### src/rtl/cpu_run_controller.sv
// Run controller for the single-cycle core: turns board-clock TICK pulses
// into CPU clock-enable pulses under GO / STEP_MODE / HALT control, holds
// the core in reset at startup and after a restart, and counts CPU cycles.
//
// Handshake note: there is no valid/ready pair here. TICK is a one-cycle
// strobe sampled on every rising edge, and CPU_CE is a one-cycle strobe that
// the core must consume in the cycle it is high. Both are level-sampled with
// no back-pressure.
module cpu_run_controller #(
  parameter int DEBOUNCE_TICKS = 4,
  parameter int RST_HOLD       = 2,
  parameter int CNT_W          = 32
) (
  input  logic             FPGA_GlobalClock,
  input  logic             RST_N,
  input  logic             TICK,
  input  logic             GO,
  input  logic             STEP_MODE,
  input  logic             HALT,
  output logic             CPU_CE,
  output logic             CPU_RST,
  output logic             RUNNING,
  output logic [2:0]       STATE,
  output logic [CNT_W-1:0] CYCLES
);

  localparam logic [2:0] S_RESET  = 3'd0;
  localparam logic [2:0] S_IDLE   = 3'd1;
  localparam logic [2:0] S_RUN    = 3'd2;
  localparam logic [2:0] S_STEP   = 3'd3;
  localparam logic [2:0] S_HALTED = 3'd4;

  localparam int DB_W = $clog2(DEBOUNCE_TICKS + 1);
  localparam int RH_W = $clog2(RST_HOLD + 1);

  logic             go_s1_q, go_s2_q, sm_s1_q, sm_s2_q;
  logic             go_db_q, go_db_d;
  logic [DB_W-1:0]  db_cnt_q, db_cnt_d;
  logic             go_press_q, go_press_d;
  logic [2:0]       state_q, state_d;
  logic [RH_W-1:0]  rst_cnt_q, rst_cnt_d;
  logic             ce_q, ce_d;
  logic             cpu_rst_q, running_q;
  logic [CNT_W-1:0] cycles_q, cycles_d;

  // Two-flop synchronizers for the asynchronous button and switch.
  always_ff @(posedge FPGA_GlobalClock or negedge RST_N) begin
    if (!RST_N) begin
      go_s1_q <= 1'b0;
      go_s2_q <= 1'b0;
      sm_s1_q <= 1'b0;
      sm_s2_q <= 1'b0;
    end else begin
      go_s1_q <= GO;
      go_s2_q <= go_s1_q;
      sm_s1_q <= STEP_MODE;
      sm_s2_q <= sm_s1_q;
    end
  end

  // Debounce: only TICK samples count; a run of differing samples flips the
  // level, and a rising flip produces a single press pulse.
  always_comb begin
    go_db_d    = go_db_q;
    db_cnt_d   = db_cnt_q;
    go_press_d = 1'b0;
    if (TICK) begin
      if (go_s2_q != go_db_q) begin
        if (db_cnt_q == DB_W'(DEBOUNCE_TICKS - 1)) begin
          go_db_d    = go_s2_q;
          db_cnt_d   = '0;
          go_press_d = go_s2_q;
        end else begin
          db_cnt_d = db_cnt_q + DB_W'(1);
        end
      end else begin
        db_cnt_d = '0;
      end
    end
  end

  // Debounce registers.
  always_ff @(posedge FPGA_GlobalClock or negedge RST_N) begin
    if (!RST_N) begin
      go_db_q    <= 1'b0;
      db_cnt_q   <= '0;
      go_press_q <= 1'b0;
    end else begin
      go_db_q    <= go_db_d;
      db_cnt_q   <= db_cnt_d;
      go_press_q <= go_press_d;
    end
  end

  // Run-state decisions; CE and the cycle count follow the chosen transition.
  always_comb begin
    state_d   = state_q;
    rst_cnt_d = rst_cnt_q;
    ce_d      = 1'b0;
    cycles_d  = cycles_q;
    case (state_q)
      S_RESET: begin
        if (TICK) begin
          if (rst_cnt_q == RH_W'(RST_HOLD - 1)) begin
            state_d   = S_IDLE;
            rst_cnt_d = '0;
          end else begin
            rst_cnt_d = rst_cnt_q + RH_W'(1);
          end
        end
      end
      S_IDLE: begin
        if (go_press_q) state_d = sm_s2_q ? S_STEP : S_RUN;
      end
      S_RUN: begin
        if (TICK && HALT) begin
          state_d = S_HALTED;
        end else begin
          ce_d = TICK;
          // A press during HALT is dropped so a halting program cannot be
          // paused into IDLE and resumed past its halt point.
          if (go_press_q && !HALT) state_d = S_IDLE;
        end
      end
      S_STEP: begin
        if (TICK) begin
          if (HALT) begin
            state_d = S_HALTED;
          end else begin
            ce_d    = 1'b1;
            state_d = S_IDLE;
          end
        end
      end
      S_HALTED: begin
        if (go_press_q) state_d = S_RESET;
      end
      default: state_d = S_RESET;
    endcase
    if (state_d == S_RESET) begin
      cycles_d = '0;
    end else if (ce_d && (cycles_q != '1)) begin
      cycles_d = cycles_q + CNT_W'(1);
    end
  end

  // FSM and registered outputs; CPU_RST/RUNNING decode the next state so
  // they change in the same update as STATE.
  always_ff @(posedge FPGA_GlobalClock or negedge RST_N) begin
    if (!RST_N) begin
      state_q   <= S_RESET;
      rst_cnt_q <= '0;
      ce_q      <= 1'b0;
      cpu_rst_q <= 1'b1;
      running_q <= 1'b0;
      cycles_q  <= '0;
    end else begin
      state_q   <= state_d;
      rst_cnt_q <= rst_cnt_d;
      ce_q      <= ce_d;
      cpu_rst_q <= (state_d == S_RESET);
      running_q <= (state_d == S_RUN);
      cycles_q  <= cycles_d;
    end
  end

  assign CPU_CE  = ce_q;
  assign CPU_RST = cpu_rst_q;
  assign RUNNING = running_q;
  assign STATE   = state_q;
  assign CYCLES  = cycles_q;

endmodule
### config.mk
export PLATFORM = sky130hd
export DESIGN_NAME = cpu_run_controller
export DESIGN_NICKNAME = d
export VERILOG_FILES = /design/src/rtl/cpu_run_controller.sv
export SDC_FILE = /design/constraint.sdc
export NUM_CORES = 1
export LEC_CHECK = 0
export CORE_MARGIN = 4
export CORE_UTILIZATION = 39
export DETAILED_ROUTE_END_ITERATION = 8
export PLACE_DENSITY = 0.61
export SLEW_MARGIN = 0
export SYNTH_ARGS = -nofsm -noshare
export SYNTH_HDL_FRONTEND = slang
export SYNTH_SLANG_ARGS = --single-unit
### constraint.sdc
create_clock -name FPGA_GlobalClock -period 2.2 [get_ports FPGA_GlobalClock]
set_input_delay 0.55 -clock FPGA_GlobalClock [delete_from_list [all_inputs] [get_ports FPGA_GlobalClock]]
set_output_delay 0.55 -clock FPGA_GlobalClock [all_outputs]
set_load 0.1 [all_outputs]
# Yosys cells after proc, flatten, opt, wreduce, memory -nomap -nowiden
# Index checks and enable logic that the tools add are counted.
[op_classes]
multipliers = 0
n_lt_le_gt_ge = 0
eq_ne = 9
n_mux = 22
div = 0
shift = 0
add_sub_neg = 3
n_reduce_logical = 9
bitwise = 0
[op_table]
columns = ["operator", "n"]
rows = [
  ["2-to-1 mux 32 bit", 2],
  ["adder 32 x 1 -> 32 bit, second input constant", 1],
  ["inequality test 32 bit, second input constant", 1],
  ["2-to-1 mux 3 bit", 10],
  ["case mux 3 bit (5 select lines)", 1],
  ["== test 3 x 2 -> 1 bit, second input constant", 4],
  ["2-to-1 mux 1 bit", 7],
  ["zero test 3 bit", 2],
  ["adder 3 x 1 -> 3 bit, second input constant", 1],
  ["== test 3 x 1 -> 1 bit, second input constant", 1],
  ["== test 3 bit, second input constant", 1],
  ["logical AND 1 bit", 3],
  ["AND reduction 3 bit", 1],
  ["adder 2 x 1 -> 2 bit, second input constant", 1],
  ["== test 2 x 1 -> 1 bit, second input constant", 1],
  ["2-to-1 mux 2 bit", 1],
  ["case mux 1 bit (2 select lines)", 1],
  ["AND reduction 2 bit", 1],
  ["nonzero test 2 bit", 1],
  ["zero test 1 bit", 1],
  ["inequality test 1 bit", 1],
]
[word_totals]
elab_cells = 56
mem_count = 0
output_inout_bits = 38
mem_bits_rw = 0
ff_bits = 49
romBits = 0
latch_bits = 0
in_bits = 6

# Longest topological paths before layout
[depth]
ltp_word = 7
mapped_depth = 8
ltp_nobuf = 7

# Worst setup path before layout
# No wires, ideal clock.
[synth_path]
path_type = "flip-flop to flip-flop"
from = "reg cycles_q[0], in the netlist CYCLES[0]"
to = "reg cycles_q[25], in the netlist CYCLES[25]"
period_less_slack_ns = 2.530
setup_ns = 0.077
path_stages_with_launch = 8
required_time_ns = 2.123
t_arrival_ns = 2.453
setup_slack_ns = -0.330
path_buffers = 1
cell_sequence = "dfrtp_1 > ha_1 > and3_2 > and4_4 > a211o_1 > buf_6 > or3_1 > a21oi_1"
[synth_via]
elab_chain_cells = 3
elab_cells_between_ends = 6
cone_classes = "1 x add/sub; 1 x eq/ne; 2 x mux; 2 x reduce/logical"
[synth_rtl]
columns = ["item", "line_no", "rtl"]
rows = [
  ["start: declaration", "44", "logic [CNT_W-1:0] cycles_q, cycles_d;"],
  ["start signal: assignment", "163", "cycles_q <= cycles_d;"],
  ["adder 32 x 1 -> 32 bit / inequality test 32 bit (equally long branches)", "143, 142", ""],
  ["2-to-1 mux 32 bit / logical AND 1 bit (equally long branches)", "142", "end else if (ce_d && (cycles_q != '1)) begin"],
  ["2-to-1 mux 32 bit / nonzero test 2 bit (equally long branches)", "--", ""],
]
# Several ways; a longest one is shown, not always the timed one. The select of a mux whose other input is x is not followed.
# A chain may end at the register's enable or synchronous reset.

# Final worst setup path
[layout_path]
from = "reg cycles_q[0], in the netlist CYCLES[0]"
to = "reg cycles_q[15], in the netlist CYCLES[15]"
# The elaborated chain is that of the path after synthesis.

==> flow_metrics.env <==
export IMPL_grt_pass1_vias=2086
export IMPL_critPathLaunchType="flip-flop"
export IMPL_synth_most_common_cell="dfrtp_1"
export IMPL_p_leak_nw=1.31
export IMPL_vias=2146
export IMPL_post_route_util_pct=54.2
export IMPL_yosysUniqueCellTypes=43
export IMPL_worstPathCellList="ha_4, and3_2, and4_4, buf_6, a211o_1, or3_1, a21oi_2"
export IMPL_cts_buffer_depth=2
export IMPL_synth_edf_count=0
export IMPL_dr_pass1_iters=4
export IMPL_fillCellCount=575
export IMPL_cts_root_buf="clkbuf_8"
export IMPL_cts_tree="done"
export IMPL_areaGrowthSynthToFinish_pct=32.7
export IMPL_fin_crit_sh_pct=97.7
export IMPL_wl_per_cell_um=15.6
export IMPL_fin_ws_ns=0.0509
export IMPL_start_util_pct=40.8
export IMPL_antennaDiodeCount=0
export IMPL_crit_cells=7
export IMPL_overflow=0
export IMPL_async_flop_share_pct=100
export IMPL_place_ws_ns=-0.254
export IMPL_crit_buf_inv=1
export IMPL_netlist_instances=243
export IMPL_antenna_found_initial=0
export IMPL_synth_area_leaders="dfrtp_1 (49%), xnor2_1 (6.4%), a21oi_1 (4.3%)"
export IMPL_critPathRequiredTime_ns=2.43
export IMPL_io_buffers=43
export IMPL_drc=0
export IMPL_coreArea_mm2=0.00603
export IMPL_die_h_um=87.4
export IMPL_synth_top_area_cell="dfrtp_1"
export IMPL_fmax_ghz=0.465
export IMPL_ys_seq_area_share_pct=49.9
export IMPL_hold_violations=0
export IMPL_postRouteAntennaNets=0
export IMPL_synthesis_nets=251
export IMPL_htreeDepth=2
export IMPL_maxSlewHeadroom_pct=64.3
export IMPL_dieWidth_um=87.4
export IMPL_syn_avg_cell_area_um2=10.1
export IMPL_worst_clock_skew_ns=0.00580
export IMPL_setup_tns_final_ns=0
export IMPL_io_pins=44
export IMPL_die_area_mm2=0.00764
export IMPL_crit_path_top_delay_cell="dfrtp_4"
export IMPL_tightestPinTransition_ns=0.534
export IMPL_path_clk_slew_ns=0.09
export IMPL_setup_viol=0
export IMPL_r2r_slack_ns=0.05
export IMPL_hpwlAfterDp_um=4330
export IMPL_viasPerCell=5.57
export IMPL_finalMaxSlewViolations=0
export IMPL_multiInputGateArea_mm2=0.00118
export IMPL_register_area_mm2=0.00127
export IMPL_place_gp_congestion=0.826
export IMPL_clock_latency_ns=0.30
export IMPL_holdBufCountCts=0
export IMPL_synth_area_mm2=0.00246
export IMPL_critical_path_class="flip-flop to flip-flop"
export IMPL_worst_endpoint_arrival_ns=2.38
export IMPL_synth_commonest_cells="dfrtp_1 (48), a21oi_1 (21), nor2_1 (19), xnor2_1 (18), nand2_1 (17)"
export IMPL_status="finished clean"
export IMPL_yosysTopAreaCellShare_pct=48.8
export IMPL_synth_seq_cells=49
export IMPL_drive_above_1_share_pct=40.3
export IMPL_numCtsBuffers=5
export IMPL_cp_top_family="simple AND/OR/NAND/NOR gates"
export IMPL_grt_use_total_pct=16.8
export IMPL_rsz0062_at_grt="false"
export IMPL_finalCriticalPeriod_ns=2.15
export IMPL_p_per_area_mw_per_mm2=794
export IMPL_clock_sinks=49
export IMPL_cap_violations=0
export IMPL_grt_max_degree=22
export IMPL_reg2reg_depth=7
export IMPL_crit_path_end_kind="flip-flop"
export IMPL_power_total_w=0.00259
export IMPL_max_stage_delay_ns=0.51
export IMPL_row_count=28
export IMPL_synth_top_flop_cell="dfrtp_1"
export IMPL_grt_pass1_wl_um=10100
export IMPL_final_nets=317
export IMPL_ir_drop_v=0.000438
export IMPL_ys_warn_count=0
export IMPL_holdWs_ns=0.181
export IMPL_hp_class="input pin to asynchronous set/reset pin"
export IMPL_drtIter0Drc=95
export IMPL_drt_total_wl_um=6020
export IMPL_path_max_fanout=9
==> through the flow <==
step           instances  cell area, um^2
2_1_floorplan        243             2510
3_3_place_gp         375             3080
3_5_place_dp         375             3080
4_1_cts              383             3220
5_1_grt              385             3260
6_report             385             3260
==> layer usage <==
layer | up-vias | GRT usage, % | part of all wire, %
met2 | 46 | 26.0 | 47
met4 | 0 | 5.72 | 1.9
met3 | 9 | 4.07 | 4.1
met5 | - | 0 | 0
met1 | 1060 | 22.9 | 47
li1 | 1031 | - | -
==> state kept, by name, indices dropped and copies added, names as in the netlist <==
register,count
sm_s1_q,1
go_db_q,1
db_cnt_q,3
CPU_RST,1
rst_cnt_q,2
go_s2_q,1
CPU_CE,1
go_press_q,1
RUNNING,1
sm_s2_q,1
STATE,3
CYCLES,32
go_s1_q,1
==> cell usage in the layout (no fill, tap or decap), types with 4 or more instances in the layout <==
cell type	n
or3_1	7
xnor2_1	18
nor3_1	7
nand4_1	14
inv_1	4
nor2_1	18
nand3_1	10
dfrtp_1	14
nor4_1	5
clkbuf_8	5
o21ai_0	13
or4_1	4
dfrtp_2	32
a21oi_1	19
buf_4	59
o31ai_1	4
nand2_1	17
==> cell families after synthesis <==
kind of cell	after synthesis	synth area share (%)
muxes	2	0.915
adders and majority gates	2	1.02
xor gates and xnor gates	20	7.12
and+or+nand+nor	110	26.3
DFF	49	49.9
buffers and inverters	13	3.46
AOI/OAI and AO/OA	47	11.2
==> worst paths after layout <==
check,end,start
min in group FPGA_GlobalClock,sm_s2_q$_DFF_PN0_,sm_s1_q$_DFF_PN0_
max,CYCLES[15]$_DFFE_PN0P_,CYCLES[0]$_DFFE_PN0P_
max in group asynchronous,CYCLES[0]$_DFFE_PN0P_,RST_N
max reg2reg,CYCLES[15]$_DFFE_PN0P_,CYCLES[0]$_DFFE_PN0P_
min reg2reg,sm_s2_q$_DFF_PN0_,sm_s1_q$_DFF_PN0_
min,STATE[1]$_DFF_PN0_,RST_N
==> cell type report <==
type | instances | share of cell area (%)
Clock buffer | 5 | 2.11
Clock inverter | 3 | 1.99
Inverter | 4 | 0.460
Multi-Input combinational cell | 181 | 36.3
Sequential cell | 49 | 39.1
Tap cell | 75 | 2.87
Timing Repair Buffer | 68 | 17.2
==> power breakdown <==
part | internal (W) | switching (W)
registers | 0.000976 | 0.0000684
clock network | 0.000452 | 0.000307
logic | 0.000302 | 0.000486
total | 0.00173 | 0.000861
==> repair_timing <==
item,CTS,global route
resized for setup,1,7
endpoints found under the setup margin,1,5
pin swaps,0,3
buffers inserted,0,2
endpoints found under the hold margin,0,0
No activity file was read; power rests on OpenSTA's default activity.
